[config.mk]
export PLATFORM = sky130hd
export DESIGN_NAME = edge_scan_scheduler
export DESIGN_NICKNAME = d
export VERILOG_FILES = /design/src/rtl/edge_scan_scheduler.sv
export SDC_FILE = /design/constraint.sdc
export NUM_CORES = 1
export LEC_CHECK = 0
export ABC_AREA = 1
export CORE_UTILIZATION = 46
export CTS_CLUSTER_DIAMETER = 200
export DETAILED_ROUTE_END_ITERATION = 10
export GPL_ROUTABILITY_DRIVEN = 0
export PLACE_DENSITY_LB_ADDON = 0.25
export REMOVE_ABC_BUFFERS = 1
export SLEW_MARGIN = 30
export SYNTH_ARGS = -nofsm -noshare
export SYNTH_HDL_FRONTEND = slang
export SYNTH_SLANG_ARGS = --single-unit
export TNS_END_PERCENT = 100
[constraint.sdc]
create_clock -name clk -period 11.59 [get_ports clk]
set_input_delay 1.7385 -clock clk [delete_from_list [all_inputs] [get_ports clk]]
set_output_delay 1.7385 -clock clk [all_outputs]
set_load 0.02 [all_outputs]
[src/rtl/edge_scan_scheduler.sv]
// Frame-level edge-row scheduler: picks the scanned row per frame, snapshots and reduces
// measured_list to first/last/width/count. Optional row sweep enabled by `define ROW_SWEEP_EN.
module edge_scan_scheduler #(
    parameter int unsigned IMG_W   = 640,
    parameter int unsigned IMG_H   = 480,
    parameter int unsigned N_EDGES = 30
) (
    input  logic                      clk,
    input  logic                      reset_n,
    input  logic                      enable,
    input  logic                      sop,
    input  logic                      packet_video,
    input  logic                      in_valid,
    input  logic [10:0]               x,
    input  logic [10:0]               y,
    input  logic [10:0]               cfg_row_start,
    input  logic [10:0]               cfg_row_step,
    input  logic [5:0]                cfg_row_count,
    input  logic [N_EDGES-1:0][10:0]  measured_list,
    output logic [10:0]               edge_row,
    output logic                      res_valid,
    input  logic                      res_ready,
    output logic [10:0]               res_row,
    output logic [10:0]               res_first,
    output logic [10:0]               res_last,
    output logic [10:0]               res_width,
    output logic [5:0]                res_count,
    output logic [7:0]                overrun_cnt,
    output logic                      busy
);

    localparam int unsigned RW = $clog2(N_EDGES);
    localparam logic [RW-1:0] LAST_IDX = RW'(N_EDGES - 1);

    typedef enum logic [2:0] {IDLE, ARM, SCAN, SNAP, REDUCE, PRESENT} state_t;

    state_t                     state, state_n;
    logic [N_EDGES-1:0][10:0]   snap;
    logic [10:0]                snap_row;
    logic [RW-1:0]              ridx;
    logic [10:0]                run_min, run_max;
    logic [5:0]                 run_cnt;
    logic [10:0]                cur;
    logic                       video_sop, frame_end, in_result;

    assign video_sop = sop && packet_video;
    assign frame_end = in_valid && (x == 11'(IMG_W - 1)) && (y == 11'(IMG_H - 1));
    assign in_result = (state == SNAP) || (state == REDUCE) || (state == PRESENT);
    assign cur       = snap[ridx];
    assign busy      = (state != IDLE);

`ifdef ROW_SWEEP_EN
    logic [5:0]  row_idx;
    logic [5:0]  cnt_eff, idx_n;
    logic [11:0] row_sum;
    assign cnt_eff = (cfg_row_count == 6'd0) ? 6'd1 : cfg_row_count;
    assign idx_n   = row_idx + 6'd1;
    assign row_sum = {1'b0, edge_row} + {1'b0, cfg_row_step};
`else
    logic unused_cfg;
    assign unused_cfg = ^{cfg_row_step, cfg_row_count};
`endif

    always_ff @(posedge clk) begin
        if (!reset_n) state <= IDLE;
        else          state <= state_n;
    end

    always_comb begin
        state_n = state;
        case (state)
            IDLE:    if (enable) state_n = ARM;
            ARM:     if (!enable) state_n = IDLE;
                     else if (video_sop) state_n = SCAN;
            SCAN:    if (frame_end) state_n = SNAP;
            SNAP:    state_n = REDUCE;
            REDUCE:  if (ridx == LAST_IDX) state_n = PRESENT;
            PRESENT: if (res_valid && res_ready) state_n = enable ? ARM : IDLE;
            default: state_n = IDLE;
        endcase
    end

    always_ff @(posedge clk) begin
        if (!reset_n) begin
            edge_row    <= cfg_row_start;
            res_valid   <= 1'b0;
            res_row     <= '0;
            res_first   <= '0;
            res_last    <= '0;
            res_width   <= '0;
            res_count   <= '0;
            overrun_cnt <= '0;
            snap_row    <= '0;
            ridx        <= '0;
            run_min     <= '1;
            run_max     <= '0;
            run_cnt     <= '0;
`ifdef ROW_SWEEP_EN
            row_idx     <= '0;
`endif
        end else begin
            if (video_sop && in_result && overrun_cnt != 8'hFF)
                overrun_cnt <= overrun_cnt + 8'd1;

            case (state)
                IDLE: if (enable) begin
                    edge_row <= cfg_row_start;
`ifdef ROW_SWEEP_EN
                    row_idx  <= '0;
`endif
                end
                SNAP: begin
                    snap     <= measured_list;
                    snap_row <= edge_row;
                    ridx     <= '0;
                    run_min  <= '1;
                    run_max  <= '0;
                    run_cnt  <= '0;
`ifdef ROW_SWEEP_EN
                    // Count wrap and image-bottom wrap both restart the sweep
                    if (idx_n >= cnt_eff || row_sum >= 12'(IMG_H)) begin
                        edge_row <= cfg_row_start;
                        row_idx  <= '0;
                    end else begin
                        edge_row <= row_sum[10:0];
                        row_idx  <= idx_n;
                    end
`else
                    edge_row <= cfg_row_start;
`endif
                end
                REDUCE: begin
                    if (cur != 11'd0) begin
                        if (cur < run_min) run_min <= cur;
                        if (cur > run_max) run_max <= cur;
                        run_cnt <= run_cnt + 6'd1;
                    end
                    ridx <= ridx + 1'b1;
                end
                PRESENT: begin
                    if (!res_valid) begin
                        res_valid <= 1'b1;
                        res_row   <= snap_row;
                        res_count <= run_cnt;
                        if (run_cnt == 6'd0) begin
                            res_first <= '0;
                            res_last  <= '0;
                            res_width <= '0;
                        end else begin
                            res_first <= run_min;
                            res_last  <= run_max;
                            res_width <= run_max - run_min;
                        end
                    end else if (res_ready) begin
                        res_valid <= 1'b0;
                    end
                end
                default: ;
            endcase
        end
    end

endmodule

==> impl_metrics.csv, run 1 <==
group,metric,value,unit
outcome,outcome,"complete, no violations",
synthesis,synth-main-ff-cell,"edfxtp_1",
pwr,combPwrFrac,24.5,%
global_routing,grt_overflow_total,0,
cells_and_area,multi_input_area,0.005961,mm2
route,drt_iter0_drc,1012,
worst_setup_path,required,12.04,ns
pwr,power,4.474,mW
placement,numPortBuffers,440,
synthesis,synth_fa_ha_area_share,2.397,%
global_routing,grt_use_total,24.27,%
timing,hold_viol,0,
clock_network,clk_latency,0.58,ns
die,die_w,208.6,um
clock_network,cts_hold_buf,0,
route,wl_per_cell,17.40,um
clock_network,cts_tree,"built",
cells_and_area,num-fill-cells,3432,
worst_hold_path,holdCritPathClass,"reg -> reg",
die,rows,75,
cells_and_area,drive_above_1_share,5.668,%
route,ant_nets,0,
synthesis,synthMuxAreaShare,0,%
timing,setup_tns,0,ns
die,ios,458,
route,vias,15195,
clock_network,h-tree-depth,2,
clock_network,cts_root_buffer,"clkbuf_16",
synthesis,ys_types,46,
pwr,cellLeakagePower,10.36,nW
synthesis,avgSynthCellArea,9.712,um2
timing,final_max_slew_viol_count,0,
cells_and_area,final_area,0.02588,mm2
route,dr.pass1.iters,5,
synthesis,yosys_warnings,0,
pwr,swShare,30.43,%
timing,fmax,213.7,MHz
die,fp.dieH,208.6,um
route,route.detailed.drc,0,
worst_setup_path,path_class,"reg -> reg",
synthesis,synth_compound_gate_area_share,5.559,%
synthesis,async_flop_share,0,%
global_routing,grt_pass1_wl,81270,um
cells_and_area,final-seq-area,0.01237,mm2
synthesis,yosys_register_bits,447,
clock_network,clkTransAtPathRegs,0.06,ns
die,dieArea,0.04350,mm2
synthesis,yosys.area_share.xor_xnor,0.2231,%
die,initial_core_util,46.69,%
worst_setup_path,critical_path.max_stage_delay,0.80,ns
timing,fin_ws,6.911,ns
timing,grt_setup_unrepaired,"no",
placement,dpl.hpwl,35590,um
timing,fin_skew,0.01456,ns
placement,pre_cts_slack,6.841,ns
worst_setup_path,crit_top_cell,"nand2_1",
die,core,0.04204,mm2
clock_network,clk_path_buf_depth,3,
synthesis,netlist_instances,2021,
job,max_cap_viol_count,0,
synthesis,synth.area.top_cells,"edfxtp_1, nand2_1, dfxtp_1",
timing,setup_viol,0,
synthesis,synth_edf_count,341,
cells_and_area,area_growth,31.86,%
route,vias_per_cell,5.028,
cells_and_area,layout_commonest_cell,"nand2_1",
worst_setup_path,endpoint_kind,"flip-flop",
synthesis,synth_area,0.01963,mm2
timing,tightestPinTransition,0.9586,ns
synthesis,synth_simple_gate_area_share,22.10,%
route,routed_wl,52570,um
pwr,p_switching,1.361,mW
clock_network,clock-sinks,447,
pwr,peakVddDrop,0.1469,mV
worst_setup_path,cp_cell_sequence,"inv_4 -> buf_4 -> nand2_1 -> nand2_1 -> nand2_1 -> nand2_1 -> nand2_1 -> nand2_1 -> inv_1 -> nand2_1 -> nand2_1 -> inv_1 -> ha_1 -> a21oi_1 -> o21a_1 -> o221a_2 -> nand2_1 -> nand2_1 -> nand2_4 -> nand2_2 -> nand3_2",
cells_and_area,final_core_util,61.56,%
pwr,power.share.clock,33.1,%
cells_and_area,layout_common_cells,"nand2_1, clkdlybuf4s50_1, edfxtp_1, inv_1, nand3_1",
clock_network,post_cts_buffers,0,
global_routing,grt_pass1_vias,15202,
synthesis,synth_top_family_by_area,"simple AND/OR/NAND/NOR gates",
pwr,p_seq_share,42.4,%
timing,post-route-min-period,4.679,ns
worst_setup_path,crit_arrival,5.13,ns
pwr,p_int,3.113,mW
cells_and_area,nets,2858,
clock_network,cts_buffers,48,
timing,min_period_over_period,40.37,%
worst_setup_path,cp_max_fo,82,
worst_setup_path,start_kind,"flip-flop",
global_routing,antenna_found_initial,14,
global_routing,grt_max_degree,173,
worst_setup_path,slowest_stage,"buf_4",
pwr,power_density,172.9,mW/mm2
synthesis,yosys.area.top_type_share,52.17,%
synthesis,yosys.area.top_type,"edfxtp_1",
placement,dpl_cell_area,0.02433,mm2
timing,slew_headroom,36.09,%
synthesis,synth-seq-area-share,62.98,%
clock_network,cts_resized,0,
[logic make-up after synthesis]
logic type | Yosys count
adder cells (fa/ha/maj) | 37
flip-flops | 447
XOR/XNOR | 5
AO/OA/AOI/OAI | 199
buffers and inverters | 299
AND/OR/NAND/NOR | 1034
[cell type report]
type	count	area share [%]
flip-flops and latches	447	47.80
multi-input cells	1275	23.03
repair buffers	458	17.61
clock buffers	68	5.173
inverters	204	2.978
well taps	539	2.606
clock inverters	18	0.6768
diodes	13	0.1257
[routing by layer]
layer	vias up	GRT usage (%)	part of all wire, %
li1	7507	-	-
met1	7077	29.31	40
met2	491	42.08	50
met3	116	4.377	5.5
met4	4	11.36	3.6
met5	-	0	0.051
[registers in the layout, summed over array words and instances (netlist names), 6 cells and up]
signal,count
snap,330
edge_row,11
res_first,11
res_last,11
res_row,11
res_width,11
run_max,11
run_min,11
snap_row,11
overrun_cnt,8
res_count,6
run_cnt,6
[cells in the mapped netlist, types with 10 or more instances]
master and count:
dfxtp_1 106, nand4_1 11, inv_1 198, nor3_1 10, nand3_1 139, buf_6 18
a21oi_1 100, buf_2 27, nand3_2 19, edfxtp_1 341, a22o_1 10, ha_1 36
nand2_1 693, o21ai_0 63, nand2_2 15, clkbuf_1 34, nor2_1 129
[power by group through the flow]
stage | logic [mW] | clock network [mW] | registers, mW
after floorplan | 0.628 | 0 | 2.00
after global placement | 1.07 | 0 | 1.93
after detailed placement | 1.09 | 0 | 1.93
after CTS | 1.10 | 1.51 | 1.90
after global routing | 1.23 | 1.57 | 1.91
final | 1.09 | 1.48 | 1.90
[per-stage QoR]
step	instances	hold slack, ns
final	3022	0.4617
after global routing	3022	0.4807
after CTS	3009	0.4638
after detailed placement	2923	0.4551
after global placement	2923	0.4401
after floorplan	1926	0.4291
[worst max-delay path, delay by kind of cell, from the launching register on]
family	cells	cell delay, ns
AND/OR/NAND/NOR	13	1.77
flip-flops	1	0.36
adder cells (fa/ha/maj)	1	0.26
buffers and inverters	4	1.61
AO/OA/AOI/OAI	3	0.45
[worst paths after layout]
check	from	slack, ns	end	cells past startpoint
max	ridx[0]	6.91	run_min[4]	21
max reg2reg	ridx[0]	6.91	run_min[4]	21
min	res_width[9]	0.46	res_width[9]	2
min reg2reg	res_width[9]	0.46	res_width[9]	2
No activity file was read; power rests on OpenSTA's default activity.
==> run 2, diff against run 1 <==
CORE_UTILIZATION = 50   (was 46)
clock period = 4.6 ns   (was 11.59 ns; I/O delays follow)
==> run 2 against run 1 <==
Against the previous run: first-iteration DRC count increased by 5.0%; critical path depth did not move; power grew to 2.6 times the previous value; critical path type unchanged; largest power group unchanged; highest routed layer unchanged.
==> impl_metrics.csv, run 2 (same netlist as run 1, synthesis figures left out) <==
group,metric,value,unit
global_routing,grt_max_degree,121,
route,vias_per_cell,5.172,
clock_network,clk_path_buf_depth,3,
placement,dpl_cell_area,0.02446,mm2
die,core,0.03865,mm2
clock_network,cts_resized,0,
route,wl_per_cell,17.79,um
die,dieArea,0.04005,mm2
cells_and_area,nets,2872,
timing,slew_headroom,45.73,%
timing,tightestPinTransition,0.8110,ns
cells_and_area,final_area,0.02611,mm2
worst_setup_path,endpoint_kind,"flip-flop",
cells_and_area,area_growth,33.02,%
die,fp.dieH,200.1,um
pwr,p_int,8.051,mW
clock_network,clkTransAtPathRegs,0.06,ns
worst_hold_path,holdCritPathClass,"reg -> reg",
global_routing,grt_overflow_total,0,
die,ios,458,
cells_and_area,num-fill-cells,2892,
worst_setup_path,crit_arrival,4.37,ns
placement,numPortBuffers,440,
cells_and_area,final-seq-area,0.01237,mm2
timing,fmax,255.9,MHz
cells_and_area,top_register,"snap",
timing,grt_setup_unrepaired,"no",
pwr,cellLeakagePower,10.49,nW
worst_setup_path,required,5.06,ns
pwr,p_seq_share,41.6,%
pwr,combPwrFrac,24.3,%
route,dr.pass1.iters,5,
timing,final_max_slew_viol_count,0,
timing,post-route-min-period,3.908,ns
pwr,power_density,442.9,mW/mm2
worst_setup_path,path_class,"reg -> reg",
cells_and_area,layout_common_cells,"nand2_1, clkdlybuf4s50_1, edfxtp_1, inv_1, nand3_1",
clock_network,post_cts_buffers,0,
die,rows,72,
die,initial_core_util,50.79,%
clock_network,h-tree-depth,2,
clock_network,cts_buffers,47,
clock_network,cts_hold_buf,0,
outcome,outcome,"complete, no violations",
global_routing,grt_pass1_vias,15626,
timing,min_period_over_period,84.95,%
worst_setup_path,cp_num_buf_inv,4,
global_routing,grt_use_total,26.65,%
clock_network,clk_latency,0.58,ns
clock_network,cts_tree,"built",
worst_setup_path,cp_max_fo,43,
worst_setup_path,crit_family,"simple AND/OR/NAND/NOR gates",
placement,dpl.hpwl,37410,um
worst_setup_path,cp_cell_sequence,"inv_4 -> buf_12 -> buf_4 -> nand2_1 -> nand3_1 -> nand3_1 -> nand3_1 -> nand2_1 -> nand2_1 -> inv_1 -> ha_1 -> nand2_1 -> nor2_1 -> and3_1 -> a211o_1 -> nand2_1 -> nand2_1 -> nand3_4 -> nand2_1 -> nand2_1 -> nor2_1",
route,ant_nets,0,
die,die_w,200.1,um
clock_network,cts_root_buffer,"clkbuf_16",
pwr,power.share.clock,34.1,%
route,vias,15604,
cells_and_area,layout_commonest_cell,"nand2_1",
pwr,power,11.56,mW
timing,hold_viol,0,
pwr,swShare,30.37,%
cells_and_area,largest_reg_flops,330,
worst_setup_path,critical_path.max_stage_delay,0.69,ns
timing,setup_tns,0,ns
worst_setup_path,crit_top_cell,"nand2_1",
timing,setup_viol,0,
clock_network,clock-sinks,447,
pwr,p_switching,3.512,mW
global_routing,grt_pass1_wl,82650,um
route,routed_wl,53670,um
route,drt_iter0_drc,1063,
cells_and_area,multi_input_area,0.005956,mm2
route,route.detailed.drc,0,
worst_setup_path,start_kind,"flip-flop",
job,max_cap_viol_count,0,
cells_and_area,final_core_util,67.56,%
global_routing,antenna_found_initial,14,
timing,fin_skew,0.01392,ns
cells_and_area,drive_above_1_share,6.637,%
pwr,peakVddDrop,0.3136,mV
worst_setup_path,slowest_stage,"dfxtp_4",
==> run 2: worst paths after layout <==
path | end | startpoint | depth (start not counted) | slack [ns]
setup reg to reg | run_max[8] | ridx[0] | 21 | 0.69
hold reg to reg | res_last[3] | res_last[3] | 2 | 0.46
hold / removal | res_last[3] | res_last[3] | 2 | 0.46
setup / recovery | run_max[8] | ridx[0] | 21 | 0.69
==> run 2: area by class of cell <==
class | instances | share of cell area (%)
Sequential cell | 447 | 47.38
Multi-Input combinational cell | 1275 | 22.81
Timing Repair Buffer | 473 | 18.08
Clock buffer | 57 | 4.850
Inverter | 204 | 2.952
Tap cell | 518 | 2.482
Clock inverter | 30 | 1.323
Antenna cell | 13 | 0.1246
==> run 2: through the flow <==
stage | hold WS, ns | setup slack [ns] | cells
floorplan | 0.4291 | -12.13 | 1926
global placement | 0.4439 | 0.8518 | 2916
detailed placement | 0.4554 | 0.7433 | 2917
CTS | 0.4643 | 0.7139 | 3004
global route | 0.4814 | 0.4049 | 3017
finish | 0.4619 | 0.6922 | 3017
==> run 2: tightest hold or removal path, cell delays in order (launching register included) <==
cell	delay (ns)
dfxtp_1	0.31
nand2_1	0.06
a21oi_1	0.05
==> run 2: power by group through the flow <==
| stage | clock network, mW | logic, mW | registers (mW) |
|---|---|---|---|
| after floorplan | 0 | 1.58 | 5.04 |
| after global placement | 0 | 2.69 | 4.89 |
| after detailed placement | 0 | 2.77 | 4.90 |
| after CTS | 3.99 | 2.80 | 4.81 |
| after global routing | 4.14 | 3.13 | 4.85 |
| final | 3.94 | 2.81 | 4.82 |
==> run 2: layer usage <==
| metal | GRT usage [%] | part of all wire, % | routed length (um) | vias to the layer above |
|---|---|---|---|---|
| li1 | - | - | - | 7535 |
| met1 | 31.84 | 38 | 20550 | 7330 |
| met2 | 46.64 | 51 | 27540 | 612 |
| met3 | 3.775 | 6.2 | 3343 | 125 |
| met4 | 14.12 | 4.1 | 2222 | 2 |
| met5 | 0 | 0.019 | 10 | - |
==> run 3, diff against run 2 <==
CORE_UTILIZATION = 46   (was 50)
clock period = 3.5 ns   (was 4.6 ns; I/O delays follow)
==> run 3 against run 2 <==
Against the previous run: clock power up 26%; die area up 8.6%; sequential cell count unchanged; routed wire length up 1.4%; critical path type unchanged; largest cell class unchanged.
==> impl_metrics.csv, run 3 (same netlist as run 1, synthesis figures left out) <==
group,metric,value,unit
clock_network,clock-sinks,447,
worst_setup_path,start_kind,"flip-flop",
cells_and_area,drive_above_1_share,7.089,%
clock_network,clkTransAtPathRegs,0.06,ns
clock_network,cts_buffers,48,
route,route.detailed.drc,0,
pwr,cellLeakagePower,10.61,nW
route,vias,15568,
cells_and_area,num-fill-cells,3371,
timing,slew_headroom,40.76,%
cells_and_area,instances_no_fill,3043,
cells_and_area,layout_commonest_cell,"nand2_1",
cells_and_area,area_growth,34.28,%
outcome,outcome,"complete, no violations",
cells_and_area,layout_common_cells,"nand2_1, clkdlybuf4s50_1, edfxtp_1, inv_1, nand3_1",
timing,final_max_slew_viol_count,0,
timing,tightestPinTransition,0.8854,ns
worst_setup_path,path_class,"reg -> reg",
global_routing,grt_pass1_vias,15276,
pwr,power_density,578.7,mW/mm2
die,core,0.04204,mm2
placement,numPortBuffers,440,
clock_network,h-tree-depth,2,
pwr,peakVddDrop,0.4363,mV
route,routed_wl,54440,um
placement,placed_cells,2947,
worst_setup_path,endpoint_kind,"flip-flop",
timing,hold_viol,0,
die,dieArea,0.04350,mm2
worst_setup_path,cp_max_fo,36,
worst_hold_path,hp-start,"reset_n",
timing,min_period_over_period,93.04,%
cells_and_area,nets,2888,
timing,fmax,307.1,MHz
global_routing,antenna_found_initial,9,
cells_and_area,multi_input_area,0.006008,mm2
cells_and_area,largest_reg_flops,330,
timing,post-route-min-period,3.256,ns
route,dr.pass1.iters,6,
timing,setup_viol,0,
global_routing,grt_use_total,24.38,%
cells_and_area,top_register,"snap",
worst_setup_path,worstReg2RegStart,"ridx[0]",
route,ant_nets,0,
worst_hold_path,min_to,"ridx[1]",
job,max_cap_viol_count,0,
worst_setup_path,crit_arrival,3.71,ns
cells_and_area,final-seq-area,0.01237,mm2
route,vias_per_cell,5.116,
clock_network,clk_latency,0.59,ns
die,rows,75,
die,die_w,208.6,um
worst_setup_path,reg2reg_depth,21,
die,initial_core_util,46.69,%
clock_network,cts_tree,"built",
die,fp.dieH,208.6,um
route,wl_per_cell,17.89,um
worst_setup_path,reg2reg_to,"run_min[9]",
placement,dpl_cell_area,0.02464,mm2
timing,fin_skew,0.02045,ns
die,ios,458,
global_routing,grt_pass1_wl,81480,um
clock_network,clk_path_buf_depth,3,
worst_setup_path,required,3.95,ns
global_routing,grt_overflow_total,0,
worst_setup_path,reg2reg_slack,0.24,ns
worst_hold_path,holdCritPathClass,"in -> reg",
global_routing,grt_max_degree,129,
cells_and_area,final_area,0.02636,mm2
worst_setup_path,cp-startpoint,"ridx[0]",
clock_network,cts_root_buffer,"clkbuf_16",
route,drt_iter0_drc,1006,
worst_hold_path,hold-path-cell-count,3,
placement,dpl.hpwl,38120,um
==> run 3: cell count changes in the layout (fill, tap and decap cells not counted), sizes merged <==
cell      before  now
buf           34   45
diode         13    7
clkbuf        57   61
clkinvlp       5    2
bufinv         7    5
clkinv        17   15
nand3        160  162
inv          205  206
==> run 3: metal layers <==
metal	GRT usage [%]	up-vias	routed length [um]	share of wire [%]
li1	-	7572	-	-
met1	29.72	7275	21380	39
met2	42.60	610	27820	51
met3	3.592	107	3388	6.2
met4	11.33	4	1825	3.4
met5	0	-	27	0.050
==> run 3: worst max-delay path by stage <==
stage | to | slack (ns) | depth (start not counted)
final | run_min[9] | 0.24 | 21
after global routing | run_min[9] | -0.0003 | 21
after CTS | run_max[2] | 0.03 | 20
after detailed placement | run_max[2] | -0.13 | 20
after global placement | run_max[10] | -0.05 | 20
after floorplan | snap_row[0] | -13.06 | 3
==> run 3: timing repair <==
action | in CTS | in global routing
hold buffers | 0 | 0
cloned | 0 | 4
resized for setup | 2 | 18
setup endpoints to repair | 14 | 22
buffers inserted | 0 | 2
pin swaps | 0 | 1
==> run 3: critical path: stages, from the launching register on <==
cell     delay (ns)
dfxtp_4        0.47
inv_8          0.12
buf_12         0.20
nand2_1        0.07
nand2_1        0.06
nand2_1        0.06
nand2_1        0.05
nor2_1         0.13
nand2_1        0.06
inv_1          0.04
nand2_1        0.04
nand2_1        0.18
inv_1          0.13
ha_1           0.29
nand2_1        0.07
o21a_1         0.19
o221a_2        0.23
nand2_1        0.06
nand2_1        0.21
buf_4          0.28
nand3_1        0.10
nand3_2        0.07
==> run 3: area by class of cell <==
class	instances	share of cell area [%]
clock buffer	59	4.842
antenna	7	0.06646
sequential	447	46.94
tap	539	2.559
multi-input combinational	1277	22.80
timing repair buffer	486	18.88
clock inverter	24	0.9732
inverter	204	2.943
==> run 3: power by group <==
group | switching [mW] | internal [mW] | leakage, nW
Combinational | 2.39 | 1.59 | 5.92
Sequential | 0.236 | 6.06 | 3.94
Clock | 2.03 | 2.95 | 0.749
==> run 3: per-stage QoR <==
step | power [mW] | setup TNS [ns] | hold WS, ns | setup slack [ns] | util (%)
finish | 15.25 | 0 | 0.4305 | 0.2436 | 62.69
global placement | 10.13 | -0.4036 | 0.4400 | -0.04738 | 58.61
CTS | 15.20 | 0 | 0.4220 | 0.03456 | 62.28
global route | 15.98 | -0.0005893 | 0.4560 | -0.0003069 | 62.68
floorplan | 8.708 | -4385.71 | 0.4291 | -13.06 | -
detailed placement | 10.22 | -1.232 | 0.4525 | -0.1291 | 58.61
==> RTL change: new RTL, config.mk and constraints of run 3 <==
Build with the macro `ROW_SWEEP_EN` defined.
--- a/src/rtl/edge_scan_scheduler.sv
+++ b/src/rtl/edge_scan_scheduler.sv
@@ -1,4 +1,6 @@
 // Frame-level edge-row scheduler: picks the scanned row per frame, snapshots and reduces
 // measured_list to first/last/width/count. Optional row sweep enabled by `define ROW_SWEEP_EN.
+`define ROW_SWEEP_EN
+
 module edge_scan_scheduler #(
     parameter int unsigned IMG_W   = 640,
Formal check against the unedited RTL: same outputs for any inputs over 4 cycles, from zero or initial values and one cycle with reset_n low; that may be too few to reach the edited logic, so the function may still have changed.
==> RTL change against run 3 <==
  * Clock skew decreased by 0.0017 ns
  * Wire length increased by 9.7%
  * Worst setup slack got worse by 0.073 ns
  * Count of clock-buffer cells in the layout increased by 6
  * Sequential cell count increased by 6
  * Design area increased by 4.8%
  * Total power increased by 1.6%
  * Area after synthesis increased by 5.1%
  * Cell count increased by 8.7%
  * Critical path type unchanged
  * Largest power group unchanged
  * Highest routed layer unchanged
==> RTL change: results (changes against run 3) <==
max_stage_delay_ns: 0.38  # -0.09 ns
power_leakage_nw: 11.3  # +6.7%
netlist_instances: 2214  # +9.5%
largest_reg_flops: 330  # unchanged
grt_pass1_wl_um: 88300  # +8.3%
yosys-top-cells-area: "edfxtp_1 50%, nand2_1 14%, dfxtp_1 11%, nand3_1 4.2%, inv_1 4.2%"
fillCellCount: 3612  # +7.1%
placed_area_mm2: 0.0258  # +4.9%
cp_max_fo: 30  # -17%
grt_use_total: 0.257  # +0.0130
io_buffers: 457  # +3.9%
drt_iter0_drc: 1595  # +59%
finClkSkew_ns: 0.0187  # -0.00174 ns
avgRoutedWirePerCell_um: 18.1  # +0.98%
critPathSlowestCell: "dfxtp_4"
layout-drive-gt1-share: 0.0568  # -0.0140
grt_max_degree: 151  # +17%
peakVddDrop_mv: 0.401  # -8.1%
hpwl_um: 43300  # +13%
synth-seq-area-share: 0.605  # -0.0246
hold_path.class: "reg2reg"
cts_root_buffer: "clkbuf_16"
clock_path_buffers: 3  # unchanged
path_clk_slew_ns: 0.06  # about the same
worstPathArrival_ns: 3.80  # +0.09 ns
worst_pin_slew_ns: 0.884  # -0.00139 ns
antenna_found_initial: 7  # -2
grt_pass1_vias: 16500  # +8.0%
layout.nets: 3114  # +7.8%
yosys-top-cells-count: "773 x nand2_1, 341 x edfxtp_1, 230 x inv_1"
cts_buffers: 48  # unchanged
async_flop_share: 0  # unchanged
drt-total-wl_um: 59700  # +9.7%
regMostFlops: "snap"
synth_edf_count: 341  # unchanged
cts.htree.levels: 2  # unchanged
status: "completed"
place_inst: 3210  # +8.9%
drt-pass1-iter-count: 5  # -1
via_per_inst: 5.11  # -0.19%
## RTL change: cell types whose count changed after synthesis, moves of 17 or more
| cell | delta |
|---|---|
| inv_1 | +32 |
| nand3_1 | +36 |
| nand2_1 | +80 |
| ha_1 | +18 |
| nand3_2 | -17 |
| nand4_1 | +23 |
## RTL change: per-stage QoR
stage | hold WS, ns | worst slack (ns)
floorplan | 0.424 | -13.11
global placement | 0.440 | 0.271
detailed placement | 0.450 | 0.0703
CTS | 0.457 | 0.0273
global route | 0.469 | -0.0358
finish | 0.456 | 0.171
## RTL change: final timing paths
path / from / endpoint / slack, ns / cells past startpoint
max: ridx[0] / run_max[1] / 0.17 / 21
min: snap_row[10] / res_row[10] / 0.46 / 2
max reg2reg: ridx[0] / run_max[1] / 0.17 / 21
min reg2reg: snap_row[10] / res_row[10] / 0.46 / 2
## RTL change: where the power goes
group / internal [mW] / switching [mW] / leakage [nW] / total (mW)
Combinational: 1.52 / 2.43 / 6.53 / 3.95
Sequential: 6.09 / 0.211 / 3.99 / 6.30
Clock: 3.15 / 2.10 / 0.813 / 5.25
## RTL change: layout make-up
cell class              count  area, µm²  area share
flip-flops and latches    453      12500       0.452
multi-input cells        1430       6770       0.245
clock inverters            23        265     0.00961
inverters                 235        892      0.0323
well taps                 592        741      0.0268
clock buffers              65       1380      0.0501
repair buffers            503       5060       0.183
diodes                      6       15.0    0.000544
## RTL change: kinds of logic after synthesis
family | Yosys count | synth area share
flip-flops | 453 | 0.605
AND/OR/NAND/NOR | 1153 | 0.229
XOR/XNOR | 16 | 0.00679
adder cells (fa/ha/maj) | 56 | 0.0347
buffers and inverters | 332 | 0.0699
AO/OA/AOI/OAI | 204 | 0.0547
## RTL change: per-layer routing
layer  wire length, µm  global-route usage
met1             23900               0.319
met2             29600               0.441
met3              3970              0.0378
met4              2240               0.120
met5                11                   0
## RTL change: worst reg2reg max path: cells and delay by family (launching register included)
family	cells	cell delay, ns
buffers and inverters	5	0.90
AOI/OAI and AO/OA	2	0.31
DFF	1	0.38
and+or+nand+nor	13	1.32
adders and majority gates	1	0.32
## RTL change: timing repair
item,CTS,global route
setup buffers,0,1
hold buffers,0,0
resized for setup,0,19
endpoints found under the setup margin,0,22
